<file path="config.mk">
export PLATFORM = sky130hd
export DESIGN_NAME = sd_cmd_responder
export DESIGN_NICKNAME = d
export VERILOG_FILES = /design/src/rtl/sd_pkg.sv /design/src/rtl/sd_crc7.sv /design/src/rtl/sd_cmd_responder.sv
export SDC_FILE = /design/constraint.sdc
export NUM_CORES = 1
export LEC_CHECK = 0
export BUFFER_PORTS_ARGS = -buffer_cell sky130_fd_sc_hd__buf_2
export CAP_MARGIN = 5
export CELL_PAD_IN_SITES_DETAIL_PLACEMENT = 0
export CELL_PAD_IN_SITES_GLOBAL_PLACEMENT = 1
export CORE_MARGIN = 4
export CORE_UTILIZATION = 38
export DETAILED_ROUTE_END_ITERATION = 7
export PLACE_DENSITY = 0.76
export SLEW_MARGIN = 30
export SYNTH_ARGS = -nofsm -noshare
export SYNTH_HDL_FRONTEND = slang
export SYNTH_HIERARCHICAL = 1
export SYNTH_SLANG_ARGS = --single-unit
</file>
<file path="constraint.sdc">
create_clock -name clk -period 2.6 [get_ports clk]
set_clock_uncertainty 0.15 [all_clocks]
set_input_delay 0.26 -clock clk [delete_from_list [all_inputs] [get_ports clk]]
set_output_delay 0.26 -clock clk [all_outputs]
set_load 0.02 [all_outputs]
</file>
<file path="src/rtl/sd_pkg.sv">
// rtl/sd_pkg.sv - shared state type, token constants and CRC7 step function for the SD CMD responder
package sd_pkg;

  typedef enum logic [2:0] {
    IDLE,
    RX,
    CHECK,
    WAIT_RSP,
    NCR,
    TX
  } sd_state_e;

  localparam int TOKEN_BITS = 48;
  localparam logic [6:0] CRC7_POLY = 7'h09;

  // One serial step of CRC7 (x^7 + x^3 + 1), MSB first.
  function automatic logic [6:0] crc7_next(input logic [6:0] crc, input logic bit_in);
    logic fb;
    fb = crc[6] ^ bit_in;
    return {crc[5:0], 1'b0} ^ (fb ? CRC7_POLY : 7'h00);
  endfunction

endpackage

</file>
<file path="src/rtl/sd_crc7.sv">
// rtl/sd_crc7.sv - serial CRC7 accumulator with clear and enable
module sd_crc7
  import sd_pkg::*;
(
  input  logic       clk_i,
  input  logic       reset_i,
  input  logic       clear_i,
  input  logic       en_i,
  input  logic       bit_i,
  output logic [6:0] crc_o
);

  logic [6:0] crc_q;

  // Remainder register; clear takes priority so a new token always starts from zero
  always_ff @(posedge clk_i) begin
    if (reset_i || clear_i) begin
      crc_q <= '0;
    end else if (en_i) begin
      crc_q <= crc7_next(crc_q, bit_i);
    end
  end

  assign crc_o = crc_q;

endmodule

</file>
<file path="src/rtl/sd_cmd_responder.sv">
// rtl/sd_cmd_responder.sv - card-side SD CMD line responder; SD_CMD_CRC_CHECK_EN enables receive CRC7 checking
module sd_cmd_responder
  import sd_pkg::*;
#(
  parameter int NCR_CYCLES  = 2,
  parameter int RSP_TIMEOUT = 64
) (
  input  logic        clk,
  input  logic        reset,
  input  logic        cmd_in,
  output logic        cmd_out,
  output logic        cmd_oe,
  output logic        cmd_valid,
  output logic [5:0]  cmd_index,
  output logic [31:0] cmd_arg,
  input  logic        rsp_valid,
  input  logic        rsp_none,
  input  logic [5:0]  rsp_index,
  input  logic [31:0] rsp_arg,
  input  logic        rsp_nocrc,
  output logic        busy,
  output logic        crc_err,
  output logic        rsp_timeout
);

  localparam int CNT_MAX = (NCR_CYCLES > RSP_TIMEOUT) ? NCR_CYCLES : RSP_TIMEOUT;
  localparam int CW = $clog2(CNT_MAX + 2);
  localparam logic [CW-1:0] NCR_L = CW'(NCR_CYCLES);
  localparam logic [CW-1:0] TO_L  = CW'(RSP_TIMEOUT);
  localparam logic [CW-1:0] SAT_L = '1;

  sd_state_e     state_q, state_d;
  logic [5:0]    bit_cnt_q, bit_cnt_d;
  logic [38:0]   rx_sh_q, rx_sh_d;      // token bits [46:8]
  logic          end_ok_q, end_ok_d;
  logic [CW-1:0] since_q, since_d;      // clocks since the command end bit
  logic [39:0]   tx_sh_q, tx_sh_d;      // response bits [47:8]
  logic [5:0]    tx_cnt_q, tx_cnt_d;
  logic          tx_nocrc_q, tx_nocrc_d;
  logic [5:0]    cmd_index_q, cmd_index_d;
  logic [31:0]   cmd_arg_q, cmd_arg_d;
  logic          cmd_valid_q, cmd_valid_d;
  logic          crc_err_q, crc_err_d;
  logic          rsp_timeout_q, rsp_timeout_d;
  logic          tx_crc_clr, tx_crc_en, tx_bit;
  logic [6:0]    tx_crc;
  logic [2:0]    tx_crc_idx;
  logic          cmd_good;

`ifdef SD_CMD_CRC_CHECK_EN
  logic          crc_bad_q, crc_bad_d;
  logic          rx_crc_clr, rx_crc_en;
  logic [6:0]    rx_crc;

  sd_crc7 u_rx_crc (
    .clk_i   (clk),
    .reset_i (reset),
    .clear_i (rx_crc_clr),
    .en_i    (rx_crc_en),
    .bit_i   (cmd_in),
    .crc_o   (rx_crc)
  );

  assign cmd_good = rx_sh_q[38] & end_ok_q & ~crc_bad_q;
`else
  assign cmd_good = rx_sh_q[38] & end_ok_q;
`endif

  sd_crc7 u_tx_crc (
    .clk_i   (clk),
    .reset_i (reset),
    .clear_i (tx_crc_clr),
    .en_i    (tx_crc_en),
    .bit_i   (tx_bit),
    .crc_o   (tx_crc)
  );

  // Response bit on the wire: shifted payload, then CRC (or all ones for R3), then end bit
  assign tx_crc_idx = tx_cnt_q[2:0] - 3'd1;
  always_comb begin
    tx_bit = 1'b1;
    if (tx_cnt_q >= 6'd8) begin
      tx_bit = tx_sh_q[39];
    end else if (tx_cnt_q != 6'd0) begin
      tx_bit = tx_nocrc_q ? 1'b1 : tx_crc[tx_crc_idx];
    end
  end

  // Next-state logic for receive, check, response wait, turnaround and transmit
  always_comb begin
    state_d       = state_q;
    bit_cnt_d     = bit_cnt_q;
    rx_sh_d       = rx_sh_q;
    end_ok_d      = end_ok_q;
    since_d       = (since_q == SAT_L) ? since_q : since_q + 1'b1;
    tx_sh_d       = tx_sh_q;
    tx_cnt_d      = tx_cnt_q;
    tx_nocrc_d    = tx_nocrc_q;
    cmd_index_d   = cmd_index_q;
    cmd_arg_d     = cmd_arg_q;
    cmd_valid_d   = 1'b0;
    crc_err_d     = 1'b0;
    rsp_timeout_d = 1'b0;
    tx_crc_clr    = 1'b0;
    tx_crc_en     = 1'b0;
`ifdef SD_CMD_CRC_CHECK_EN
    crc_bad_d     = crc_bad_q;
    rx_crc_clr    = 1'b0;
    rx_crc_en     = 1'b0;
`endif
    case (state_q)
      IDLE: begin
`ifdef SD_CMD_CRC_CHECK_EN
        rx_crc_clr = 1'b1;
        crc_bad_d  = 1'b0;
`endif
        // The start bit is zero, so skipping it leaves a zero-seeded CRC unchanged
        if (!cmd_in) begin
          state_d   = RX;
          bit_cnt_d = 6'(TOKEN_BITS - 2);
        end
      end
      RX: begin
        bit_cnt_d = bit_cnt_q - 6'd1;
        if (bit_cnt_q >= 6'd8) begin
          rx_sh_d = {rx_sh_q[37:0], cmd_in};
`ifdef SD_CMD_CRC_CHECK_EN
          rx_crc_en = 1'b1;
        end else if (bit_cnt_q != 6'd0 && cmd_in != rx_crc[bit_cnt_q[2:0] - 3'd1]) begin
          crc_bad_d = 1'b1;
`endif
        end
        if (bit_cnt_q == 6'd0) begin
          end_ok_d = cmd_in;
          since_d  = '0;
          state_d  = CHECK;
        end
      end
      CHECK: begin
        if (cmd_good) begin
          cmd_index_d = rx_sh_q[37:32];
          cmd_arg_d   = rx_sh_q[31:0];
          cmd_valid_d = 1'b1;
          state_d     = WAIT_RSP;
        end else begin
          crc_err_d = 1'b1;
          state_d   = IDLE;
        end
      end
      WAIT_RSP: begin
        if (rsp_valid) begin
          if (rsp_none) begin
            state_d = IDLE;
          end else begin
            tx_sh_d    = {2'b00, rsp_index, rsp_arg};
            tx_nocrc_d = rsp_nocrc;
            tx_crc_clr = 1'b1;
            state_d    = NCR;
          end
        end else if (since_q == TO_L) begin
          rsp_timeout_d = 1'b1;
          state_d       = IDLE;
        end
      end
      NCR: begin
        // Always at least one clock here, longer only if the response came early
        if (since_q >= NCR_L) begin
          tx_cnt_d = 6'(TOKEN_BITS - 1);
          state_d  = TX;
        end
      end
      TX: begin
        tx_cnt_d = tx_cnt_q - 6'd1;
        if (tx_cnt_q >= 6'd8) begin
          tx_sh_d   = {tx_sh_q[38:0], 1'b0};
          tx_crc_en = 1'b1;
        end
        if (tx_cnt_q == 6'd0) begin
          state_d = IDLE;
        end
      end
      default: state_d = IDLE;
    endcase
  end

  // State and datapath registers with synchronous reset
  always_ff @(posedge clk) begin
    if (reset) begin
      state_q       <= IDLE;
      bit_cnt_q     <= '0;
      rx_sh_q       <= '0;
      end_ok_q      <= 1'b0;
      since_q       <= '0;
      tx_sh_q       <= '0;
      tx_cnt_q      <= '0;
      tx_nocrc_q    <= 1'b0;
      cmd_index_q   <= '0;
      cmd_arg_q     <= '0;
      cmd_valid_q   <= 1'b0;
      crc_err_q     <= 1'b0;
      rsp_timeout_q <= 1'b0;
`ifdef SD_CMD_CRC_CHECK_EN
      crc_bad_q     <= 1'b0;
`endif
    end else begin
      state_q       <= state_d;
      bit_cnt_q     <= bit_cnt_d;
      rx_sh_q       <= rx_sh_d;
      end_ok_q      <= end_ok_d;
      since_q       <= since_d;
      tx_sh_q       <= tx_sh_d;
      tx_cnt_q      <= tx_cnt_d;
      tx_nocrc_q    <= tx_nocrc_d;
      cmd_index_q   <= cmd_index_d;
      cmd_arg_q     <= cmd_arg_d;
      cmd_valid_q   <= cmd_valid_d;
      crc_err_q     <= crc_err_d;
      rsp_timeout_q <= rsp_timeout_d;
`ifdef SD_CMD_CRC_CHECK_EN
      crc_bad_q     <= crc_bad_d;
`endif
    end
  end

  assign cmd_oe      = (state_q == NCR) || (state_q == TX);
  assign cmd_out     = (state_q == TX) ? tx_bit : 1'b1;
  assign busy        = (state_q != IDLE);
  assign cmd_valid   = cmd_valid_q;
  assign cmd_index   = cmd_index_q;
  assign cmd_arg     = cmd_arg_q;
  assign crc_err     = crc_err_q;
  assign rsp_timeout = rsp_timeout_q;

endmodule

</file>
# --- Yosys cells after proc, flatten, opt, wreduce, memory -nomap -nowiden ---
# Index checks and enable logic that the tools add are counted.
op_classes:
  addsub: 4
  order_cmp: 4
  eq_ne: 15
  muxes: 35
  bitwise: 6
  reduce_logical: 20
ops:
  columns: ["cell", "n"]
  rows:
  - ["40-bit two-way mux", 3]
  - ["40-bit one-hot mux with 2 select lines", 1]
  - ["6-bit one-hot mux with 2 select lines", 2]
  - ["3-bit two-way mux", 7]
  - ["7-bit two-way mux", 3]
  - ["3-bit one-hot mux with 6 select lines", 1]
  - ["7-bit == test (second input constant)", 2]
  - ["2-bit != test (second input constant)", 7]
  - ["1-bit two-way mux", 13]
  - ["6-bit by 4-bit >= comparator with 1-bit output (second input constant)", 2]
  - ["6-bit zero test", 2]
  - ["6-bit two-way mux", 2]
  - ["6-bit by 1-bit subtractor with 6-bit output (second input constant)", 2]
  - ["2-bit AND reduction", 5]
  - ["7-bit by 1-bit adder with 7-bit output (second input constant)", 1]
  - ["7-bit by 2-bit >= comparator with 1-bit output (second input constant)", 1]
  - ["7-bit XOR", 1]
  - ["3-bit by 2-bit == test with 1-bit output (second input constant)", 2]
  - ["3-bit == test (second input constant)", 2]
  - ["2-bit nonzero test", 3]
  - ["6-bit nonzero test", 1]
  - ["5-bit AND reduction", 1]
  - ["3-bit by 4-bit < comparator with 1-bit output (second input constant)", 1]
  - ["4-bit two-way mux", 1]
  - ["other kinds (15)", 18]
totals:
  register_bits: 151
  in_bits: 44
  out_inout_bits: 44
  wordCells: 98

# --- Logic depth before layout (Yosys ltp) ---
# Gate-level depths: netlist of the first run.
depth:
  word_depth: 9
  ltp_mapped: 9
  depth_no_buf: 8

# --- Hierarchy ---
# The synthesis of the first run kept the hierarchy.
modules_own_cells:
  columns: ["module", "instances", "cells_per_inst", "area_per_inst_um2", "seq_area_each_um2"]
  rows:
  - ["sd_cmd_responder", 1, 734, 5798.1, 2882.8]
  - ["sd_crc7", 1, 28, 276.5, 140.1]

# --- Least setup slack after synthesis of the first run ---
# No wires, ideal clock.
synth_path:
  path_type: "flip-flop to flip-flop"
  start: "register tx_cnt_q[0]"
  end: "register u_tx_crc.crc_q[3], in the netlist u_tx_crc/crc_o[3]"
  setup_time_ps: 63
  arrival_ps: 2311
  required_time_ps: 2387
  path_slack_ps: 76
  stages_incl_launch_ff: 10
  n_path_buf: 1
  period_less_slack_ps: 2524
  path_cell_list: "dfxtp_1 inv_1 ha_1 clkbuf_1 mux2i_1 mux4_2 a31oi_1 xnor2_1 or4b_1 nand3_1"
synth_between:
  elab_chain_len: 9
  elab_cells_between_ends: 13
  classes_between: "add/sub (1); order compare (1); mux (8); bitwise (2); reduce/logical (1)"
synth_lines:
  columns: ["element", "line", "source"]
  rows:
  - ["start: declaration", "sd_cmd_responder.sv:38", "logic [5:0] tx_cnt_q, tx_cnt_d;"]
  - ["start signal: assignment", "sd_cmd_responder.sv:212", "tx_cnt_q <= tx_cnt_d;"]
  - ["3-bit by 1-bit subtractor with 3-bit output", "sd_cmd_responder.sv:79", "assign tx_crc_idx = tx_cnt_q[2:0] - 3'd1;"]
  - ["1-bit binary-select mux with 3-bit select", "sd_cmd_responder.sv:85", "tx_bit = tx_nocrc_q ? 1'b1 : tx_crc[tx_crc_idx];"]
  - ["1-bit two-way mux (implied by the code)", "sd_cmd_responder.sv:85", null]
  - ["1-bit two-way mux", "sd_cmd_responder.sv:85", null]
  - ["1-bit two-way mux", "sd_cmd_responder.sv:84", "end else if (tx_cnt_q != 6'd0) begin"]
  - ["1-bit two-way mux *", "sd_cmd_responder.sv:82", "if (tx_cnt_q >= 6'd8) begin"]
  - ["via tx_bit", "sd_cmd_responder.sv:45", "logic tx_crc_clr, tx_crc_en, tx_bit;"]
  - ["1-bit XOR *", "sd_pkg.sv:19", "fb = crc[6] ^ bit_in;"]
  - ["4-bit two-way mux *", "sd_pkg.sv:20", "return {crc[5:0], 1'b0} ^ (fb ? CRC7_POLY : 7'h00);"]
  - ["7-bit XOR *", "sd_pkg.sv:20", null]
  - ["end signal: assignment", "sd_crc7.sv:20", "crc_q <= crc7_next(crc_q, bit_i);"]
  - ["end: declaration", "sd_crc7.sv:13", "logic [6:0] crc_q;"]
# Mark *: on every way through the listed nets, which the timed path passes. The rest lies on a longest branch. The select of a mux whose other input is x is not followed.
# A chain may end at the register's enable or synchronous reset.

# --- Worst setup path after layout of the first run ---
layout_path:
  start: "register tx_cnt_q[0]"
  end: "output port cmd_out"
layout_between:
  elab_chain_len: 7
  elab_cells_between_ends: 9
  classes_between: "add/sub (1); order compare (1); mux (6); reduce/logical (1)"
layout_lines:
  columns: ["element", "line", "source"]
  rows:
  - ["3-bit by 1-bit subtractor with 3-bit output", "sd_cmd_responder.sv:79", null]
  - ["1-bit binary-select mux with 3-bit select", "sd_cmd_responder.sv:85", null]
  - ["1-bit two-way mux (implied by the code)", "sd_cmd_responder.sv:85", null]
  - ["1-bit two-way mux", "sd_cmd_responder.sv:85", null]
  - ["1-bit two-way mux", "sd_cmd_responder.sv:84", null]
  - ["1-bit two-way mux *", "sd_cmd_responder.sv:82", null]
  - ["via tx_bit", "sd_cmd_responder.sv:45", null]
  - ["1-bit two-way mux *", "sd_cmd_responder.sv:226", "assign cmd_out = (state_q == TX) ? tx_bit : 1'b1;"]
  - ["end: declaration", "sd_cmd_responder.sv:11", "output logic cmd_out,"]
# Marks and branches as above.

==> impl_metrics.yaml, run 1 <==
sta:
  fin_crit_ns: 2.53
  fin_crit_sh: 0.973
  slew_headroom: 0.481
  max_freq_mhz: 395
  final.setup.tns_ns: 0
  rsz0062_at_grt: "true"
  slew_viol_final: 0
  finalSetupViolations: 0
  whs_ns: 0.190
  setup_ws_ns: 0.0713
  tightest_slew_ns: 0.778
  finalHoldViolCount: 0
yosys:
  yosysTopAreaCell: "dfxtp_1"
  ys_types: 43
  avgSynthCellArea_um2: 7.97
  synth_area_mm2: 0.00607
  synth_compound_area_frac: 0.160
  synth_top_cell_area_share: 0.498
  synth-adder-area-share: 0.0144
  muxShareOfSynthArea: 0.0218
  synth-edff-count: 0
  synth-simple-area-share: 0.248
  synthFlopType: "dfxtp_1"
  synthTopCellsByArea: "dfxtp_1 (50%), nand2_1 (15%), a21oi_1 (7.7%)"
  syn_nets: 813
  ys_async_sr_fraction: 0
  synthCells: 762
  synth-xor-area-share: 0.0115
  ys_warn_count: 6
  yosysSeqAreaShare: 0.498
  synth_top_family_by_area: "simple AND/OR/NAND/NOR gates"
  ys_ff_latch: 151
setup_path:
  crit_fanout: 5
  rr_worst_depth: 9
  setup.worst_path.end_class: "primary output"
  ff2ff_setup_slack_ns: 0.19
  arrival_ns: 2.12
  r2r_start: "tx_cnt_q[0]"
  worstReg2RegEnd: "u_tx_crc/crc_o[3]"
  critPathKind: "flop to primary output"
  crit_required_ns: 2.19
  cp-startpoint: "tx_cnt_q[0]"
  startpoint_type: "flop"
hold_path:
  worstHoldStart: "reset"
  min_path_cells: 2
  whs_endpoint: "tx_cnt_q[2]"
  hold_class: "input pin to flop"
placement:
  dpl_worst_slack_ns: 0.0446
  placed_cells: 1017
  dp_hpwl_mm: 8.80
  io_buffers: 87
  gp_congestion: 0.751
clock_network:
  cts.sinks: 151
  ctsRootBufferMaster: "clkbuf_16"
  h-tree-depth: 4
  clk_pin_slew_ns: 0.07
  cts_buffers: 17
  clk_latency_ns: 0.42
  tritoncts: "yes"
  clockBufferDepth: 2
floorplan:
  die_h_um: 134
  start_util: 0.394
  ioPinCount: 88
  fp.coreArea_mm2: 0.0154
  row_count: 45
  die_w_um: 134
  dieArea_mm2: 0.0181
grt:
  grt_pass1_wl_mm: 24.7
  grt.overflow.total: 0
  grt_pass1_vias: 5167
  antenna_found_initial: 0
  track_usage: 0.164
  grt_max_degree: 86
power_and_ir_drop:
  power_density_mw_per_mm2: 679
  ir_drop_uv: 477
  p_leak_nw: 2.89
route:
  drtAntennaViolNets: 0
  num_vias: 5438
  wirelength_mm: 14.5
  first_pass_iters: 4
  drt_iter0_drc: 283
  routedWlPerCell_um: 13.2
  drc: 0
  viasPerCell: 4.98
run:
  cap_viol_max_count: 0
layout:
  drive_gt1_frac: 0.175
  final_cells: 1092
  final_common_cell: "nand2_1"
  syn2layout_area_growth_pct: 27.7
  fillers: 1506
  diodes: 0
  final_cell_mix: "nand2_1 (239), dfxtp_1 (148), a21oi_1 (93)"
  nets: 919
run_status:
  outcome: "completed"
-- per-layer routing --
metal / routed length (µm) / GRT usage / vias up
li1: - / - / 2783
met1: 6910 / 0.222 / 2548
met5: 0 / 0 / -
met2: 6810 / 0.261 / 95
met4: 147 / 0.0458 / 0
met3: 595 / 0.0428 / 12
-- worst max-delay path by stage --
| stage | end | cells past startpoint | slack [ns] |
|---|---|---|---|
| after CTS | cmd_out | 7 | 0.007 |
| final | cmd_out | 7 | 0.07 |
| after global routing | cmd_out | 7 | -0.03 |
| after floorplan | u_tx_crc/crc_o[3] | 9 | 0.08 |
| after detailed placement | u_tx_crc/crc_o[3] | 8 | 0.04 |
| after global placement | u_tx_crc/crc_o[3] | 8 | 0.17 |
-- repair_timing --
action	in CTS	in global routing
gates resized for setup	7	6
setup endpoints to repair	1	2
gates cloned	0	0
endpoints found under the hold margin	42	0
hold buffers	41	0
pin swaps	2	2
setup buffers	1	1
-- cell usage after synthesis, types with 5 or more instances --
library cell	number
a21oi_1	93
a311oi_1	41
a31oi_1	5
buf_2	17
clkbuf_1	37
dfxtp_1	151
ha_1	7
inv_1	9
mux2i_1	11
nand2_1	239
nand3_1	6
nor2_1	72
nor3_1	9
-- cells by family (layout without fill, tap and decap cells) --
family,count (synthesis),after routing
flops,151,151
buf+inv,67,186
xor+xnor,8,8
fa+ha+maj,7,7
compound gates,153,153
mux,12,12
simple gates,364,364
-- power by group --
group,switching [W],internal (W)
Sequential,0.0000474,0.00235
Clock,0.00107,0.00136
Combinational,0.000250,0.000191
-- per-stage QoR --
step / util / total power (W) / area, µm²
5_1_grt: 0.503 / 0.00549 / 7760
6_report: 0.503 / 0.00527 / 7760
3_3_place_gp: 0.435 / 0.00283 / 6700
4_1_cts: 0.501 / 0.00533 / 7730
2_1_floorplan: - / 0.00272 / 6070
3_5_place_dp: 0.435 / 0.00284 / 6700
-- flip-flops by register name (all words and copies together), names as in the netlist --
name and cells:
u_tx_crc/crc_o 7, cmd_index 6, cmd_valid 1, tx_nocrc_q 1, cmd_arg 32, state_q 3
crc_err 1, rx_sh_q 39, tx_cnt_q 6, rsp_timeout 1, tx_sh_q 40, end_ok_q 1
bit_cnt_q 6, since_q 7
-- critical path, cell delays in order (launching register included) --
cell,delay (ns)
dfxtp_2,0.33
inv_2,0.06
ha_4,0.26
mux2i_1,0.12
mux4_2,0.50
a31oi_4,0.17
nand2b_4,0.15
buf_6,0.11
-- cell type report --
type                    instances  area, µm²  share of cell area
well taps                     211        264              0.0340
clock inverters                15        156              0.0202
multi-input cells             544       2830               0.365
clock buffers                  17        425              0.0548
repair buffers                145       1020               0.131
flip-flops and latches        151       3030               0.390
inverters                       9       36.3             0.00468
Power figures use the tool's default switching activity.
==> run 2, diff against run 1 <==
- HOLD_SLACK_MARGIN: unset -> 0.12
- RECOVER_POWER: unset -> 25
==> impl_metrics.yaml, run 2 (synthesis results as in run 1) <==
setup_path:
  startpoint_type: "flop"
  path_buf_inv: 2
  r2r_start: "tx_cnt_q[0]"
  arrival_ns: 2.12
  worst_path_max_delay_cell: "mux4_2"
  cp_cell_sequence: "inv_2, ha_4, mux2i_1, mux4_2, a31oi_4, nand2b_4, buf_6"
  worstReg2RegEnd: "u_tx_crc/crc_o[3]"
  slowest_delay_ns: 0.50
  crit_fanout: 5
  critPathTopFamily: "multiplexers"
  rr_worst_depth: 9
  setup.worst_path.end_class: "primary output"
  critPathKind: "flop to primary output"
  ff2ff_setup_slack_ns: 0.18
  crit_required_ns: 2.19
clock_network:
  h-tree-depth: 4
  clk_pin_slew_ns: 0.06
  clockBufferDepth: 2
  tritoncts: "yes"
  ctsRootBufferMaster: "clkbuf_16"
  cts.sinks: 151
  clk_latency_ns: 0.42
  cts_buffers: 17
power_and_ir_drop:
  p_leak_nw: 2.70
  ir_drop_uv: 475
  power_density_mw_per_mm2: 684
  total_power_w: 0.00526
layout:
  nets: 919
  stdcell_area_mm2: 0.00770
  drive_gt1_frac: 0.125
  final_cell_mix: "nand2_1 (239), dfxtp_1 (148), a21oi_1 (93)"
  final_common_cell: "nand2_1"
  diodes: 0
  regMostFlops: "tx_sh_q"
  largest_reg_flops: 40
  syn2layout_area_growth_pct: 26.7
hold_path:
  worstHoldStart: "reset"
  min_path_cells: 2
  whs_endpoint: "tx_cnt_q[0]"
  hold_class: "input pin to flop"
route:
  drtAntennaViolNets: 0
  first_pass_iters: 4
  num_vias: 5427
  wirelength_mm: 14.4
  drc: 0
  viasPerCell: 4.97
  drt_iter0_drc: 255
  routedWlPerCell_um: 13.2
placement:
  gp_congestion: 0.751
  dpl_worst_slack_ns: 0.0446
  dp_hpwl_mm: 8.80
  io_buffers: 87
  placed_cell_area_mm2: 0.00670
grt:
  grt_pass1_wl_mm: 24.7
  grt_pass1_vias: 5167
  top_usage_layer: "met2"
  met1_usage: 0.222
  gr-usage-met3: 0.0428
  grt_max_degree: 86
  grt.overflow.total: 0
  antenna_found_initial: 0
  track_usage: 0.164
  met2_usage: 0.261
sta:
  tightest_slew_ns: 0.784
  fin_crit_ns: 2.53
  finalHoldViolCount: 0
  rsz0062_at_grt: "true"
  final.setup.tns_ns: 0
  slew_headroom: 0.477
  slew_viol_final: 0
  max_freq_mhz: 395
  setup_ws_ns: 0.0704
  fin_crit_sh: 0.973
  finalSetupViolations: 0
run:
  cap_viol_max_count: 0
floorplan:
  fp.coreArea_mm2: 0.0154
  start_util: 0.394
  row_count: 45
  ioPinCount: 88
  die_w_um: 134
  die_h_um: 134
  dieArea_mm2: 0.0181
run_status:
  outcome: "completed"
==> run 2: cell types whose count changed in the layout (fill, tap and decap cells not counted), sizes merged <==
cell    delta
buf       -44
clkbuf    +44
==> run 2: metal layers <==
metal  part of all wire  vias to the layer above
met3              0.042                       11
met4              0.011                        0
met5                  0                        -
met1               0.48                     2534
met2               0.47                       99
li1                   -                     2783
==> run 2: layout make-up <==
cell class,count,area [µm²]
inverters,9,36.3
repair buffers,145,960
clock buffers,17,425
clock inverters,15,156
multi-input cells,544,2830
fillers,1524,7730
well taps,211,264
flip-flops and latches,151,3030
==> run 2: report_power, final <==
part / total [W] / internal (W) / switching [W]
Sequential: 0.00240 / 0.00235 / 0.0000473
Combinational: 0.000438 / 0.000188 / 0.000250
Clock: 0.00243 / 0.00136 / 0.00107
Total: 0.00526 / 0.00390 / 0.00137
==> run 2: worst max-delay path by stage <==
stage / start / end / cells past startpoint / slack (ns)
after floorplan: tx_cnt_q[0] / u_tx_crc/crc_o[3] / 9 / 0.08
after global placement: tx_cnt_q[0] / u_tx_crc/crc_o[3] / 8 / 0.17
after detailed placement: tx_cnt_q[1] / u_tx_crc/crc_o[3] / 8 / 0.04
after CTS: tx_cnt_q[1] / cmd_out / 7 / 0.007
after global routing: tx_cnt_q[1] / cmd_out / 7 / -0.03
final: tx_cnt_q[0] / cmd_out / 7 / 0.07
==> run 2: repair_timing <==
item	4_1_cts	5_1_grt
hold buffers	41	0
setup buffers	1	1
gates resized for setup	7	6
setup endpoints to repair	1	2
gates cloned	0	0
pin swaps	2	2
endpoints found under the hold margin	42	0
==> run 2: stage by stage <==
| stage | utilization | cells | hold WS [ns] |
|---|---|---|---|
| finish | 0.499 | 1092 | 0.186 |
| global route | 0.499 | 1092 | 0.208 |
| CTS | 0.501 | 1091 | 0.173 |
| detailed placement | 0.435 | 1017 | 0.295 |
| global placement | 0.435 | 1017 | 0.292 |
| floorplan | - | 762 | 0.246 |
==> run 3, diff against run 2 <==
- CORE_ASPECT_RATIO: unset -> 1.4
==> impl_metrics.yaml, run 3 (synthesis results as in run 1) <==
route:
  drt_iter0_drc: 396
  routedWlPerCell_um: 13.4
  viasPerCell: 5.07
  first_pass_iters: 4
  wirelength_mm: 14.3
  num_vias: 5449
  drtAntennaViolNets: 0
  drc: 0
power_and_ir_drop:
  ir_drop_uv: 327
  p_seq_frac: 0.449
  p_clk_frac: 0.472
  power_switching_w: 0.00126
  intPower_w: 0.00408
  swShare: 0.236
  p_comb_frac: 0.079
  power_density_mw_per_mm2: 697
  p_leak_nw: 2.68
clock_network:
  clk_pin_slew_ns: 0.06
  h-tree-depth: 4
  ctsRootBufferMaster: "clkbuf_16"
  tritoncts: "yes"
  clockBufferDepth: 2
  cts_buffers: 17
  clk_latency_ns: 0.41
  cts.sinks: 151
hold_path:
  hold_class: "input pin to flop"
sta:
  slew_headroom: 0.498
  fin_crit_ns: 2.53
  whs_ns: 0.141
  finalSetupViolations: 0
  fin_crit_sh: 0.975
  tightest_slew_ns: 0.754
  slew_viol_final: 0
  max_freq_mhz: 395
  finalHoldViolCount: 0
setup_path:
  ff2ff_setup_slack_ns: 0.20
  setup.worst_path.end_class: "primary output"
  startpoint_type: "flop"
  endpoint: "cmd_out"
  rr_worst_depth: 9
  worstReg2RegEnd: "u_tx_crc/crc_o[3]"
  crit_required_ns: 2.19
  critPathKind: "flop to primary output"
  cp-startpoint: "tx_cnt_q[1]"
  crit_fanout: 5
  arrival_ns: 2.12
  r2r_start: "tx_cnt_q[1]"
grt:
  grt.overflow.total: 0
  track_usage: 0.160
  antenna_found_initial: 0
  grt_max_degree: 77
  grt_pass1_wl_mm: 23.8
  grt_pass1_vias: 5229
run_status:
  outcome: "completed"
floorplan:
  die_h_um: 158
  row_count: 54
  ioPinCount: 88
  fp.coreArea_mm2: 0.0156
  start_util: 0.389
  die_w_um: 115
  dieArea_mm2: 0.0181
placement:
  placed_cell_area_mm2: 0.00666
  dp_hpwl_mm: 9.17
  gp_congestion: 0.829
  io_buffers: 87
run:
  cap_viol_max_count: 0
layout:
  syn2layout_area_growth_pct: 26.2
  final_common_cell: "nand2_1"
  final_cell_mix: "nand2_1 (239), dfxtp_1 (149), a21oi_1 (93)"
  nets: 917
  diodes: 0
  largest_reg_flops: 40
  regMostFlops: "tx_sh_q"
  stdcell_area_mm2: 0.00767
  drive_gt1_frac: 0.120
run 3: worst min-delay path by stage:
| stage | start | end | slack (ns) | cells after the start |
|---|---|---|---|---|
| 3_5_place_dp | cmd_arg[0] | cmd_arg[0] | 0.29 | 2 |
| 4_1_cts | reset | tx_cnt_q[2] | 0.13 | 2 |
| 3_3_place_gp | end_ok_q | crc_err | 0.29 | 1 |
| 6_report | reset | tx_nocrc_q | 0.14 | 2 |
| 5_1_grt | reset | tx_cnt_q[2] | 0.14 | 2 |
| 2_1_floorplan | cmd_in | rx_sh_q[0] | 0.25 | 2 |
run 3: area by class of cell:
class / count / area, µm²
fill: 1519 / 7940
sequential: 151 / 3030
multi-input combinational: 544 / 2820
timing repair buffer: 143 / 933
clock buffer: 19 / 443
tap: 196 / 245
clock inverter: 12 / 168
inverter: 9 / 33.8
run 3: critical path, cell delays in order (launching register included):
cell	delay (ns)
dfxtp_2	0.33
inv_2	0.06
ha_4	0.30
mux2i_1	0.07
mux4_2	0.51
a31oi_4	0.18
nand2b_1	0.14
buf_6	0.12
run 3: what timing repair did:
| action | in CTS | in global routing |
|---|---|---|
| setup buffers | 0 | 1 |
| endpoints found under the hold margin | 42 | 0 |
| resized for setup | 6 | 4 |
| pin swaps | 1 | 2 |
| hold buffers | 41 | 0 |
| setup endpoints to repair | 1 | 1 |
run 3: per-stage QoR:
step | setup TNS (ns) | instances | setup WS [ns] | total power [W] | util
floorplan | 0 | 762 | 0.0760 | 0.00272 | -
global placement | 0 | 1001 | 0.193 | 0.00281 | 0.427
detailed placement | 0 | 1001 | 0.115 | 0.00283 | 0.427
CTS | 0 | 1073 | 0.0140 | 0.00541 | 0.494
global route | -0.00318 | 1074 | -0.00318 | 0.00556 | 0.491
finish | 0 | 1074 | 0.0661 | 0.00534 | 0.491
run 3: power groups by stage:
| stage | logic (W) | registers [W] | clock network (W) |
|---|---|---|---|
| after global placement | 0.000368 | 0.00245 | 0 |
| after CTS | 0.000426 | 0.00240 | 0.00258 |
| after global routing | 0.000472 | 0.00241 | 0.00269 |
| final | 0.000423 | 0.00240 | 0.00252 |
| after detailed placement | 0.000376 | 0.00245 | 0 |
| after floorplan | 0.000286 | 0.00243 | 0 |
run 3: routing by layer:
layer,vias to the layer above,part of all wire,track usage
met5,-,0,0
met4,0,0.013,0.0593
met3,14,0.036,0.0390
met2,91,0.50,0.278
met1,2564,0.45,0.191
li1,2780,-,-
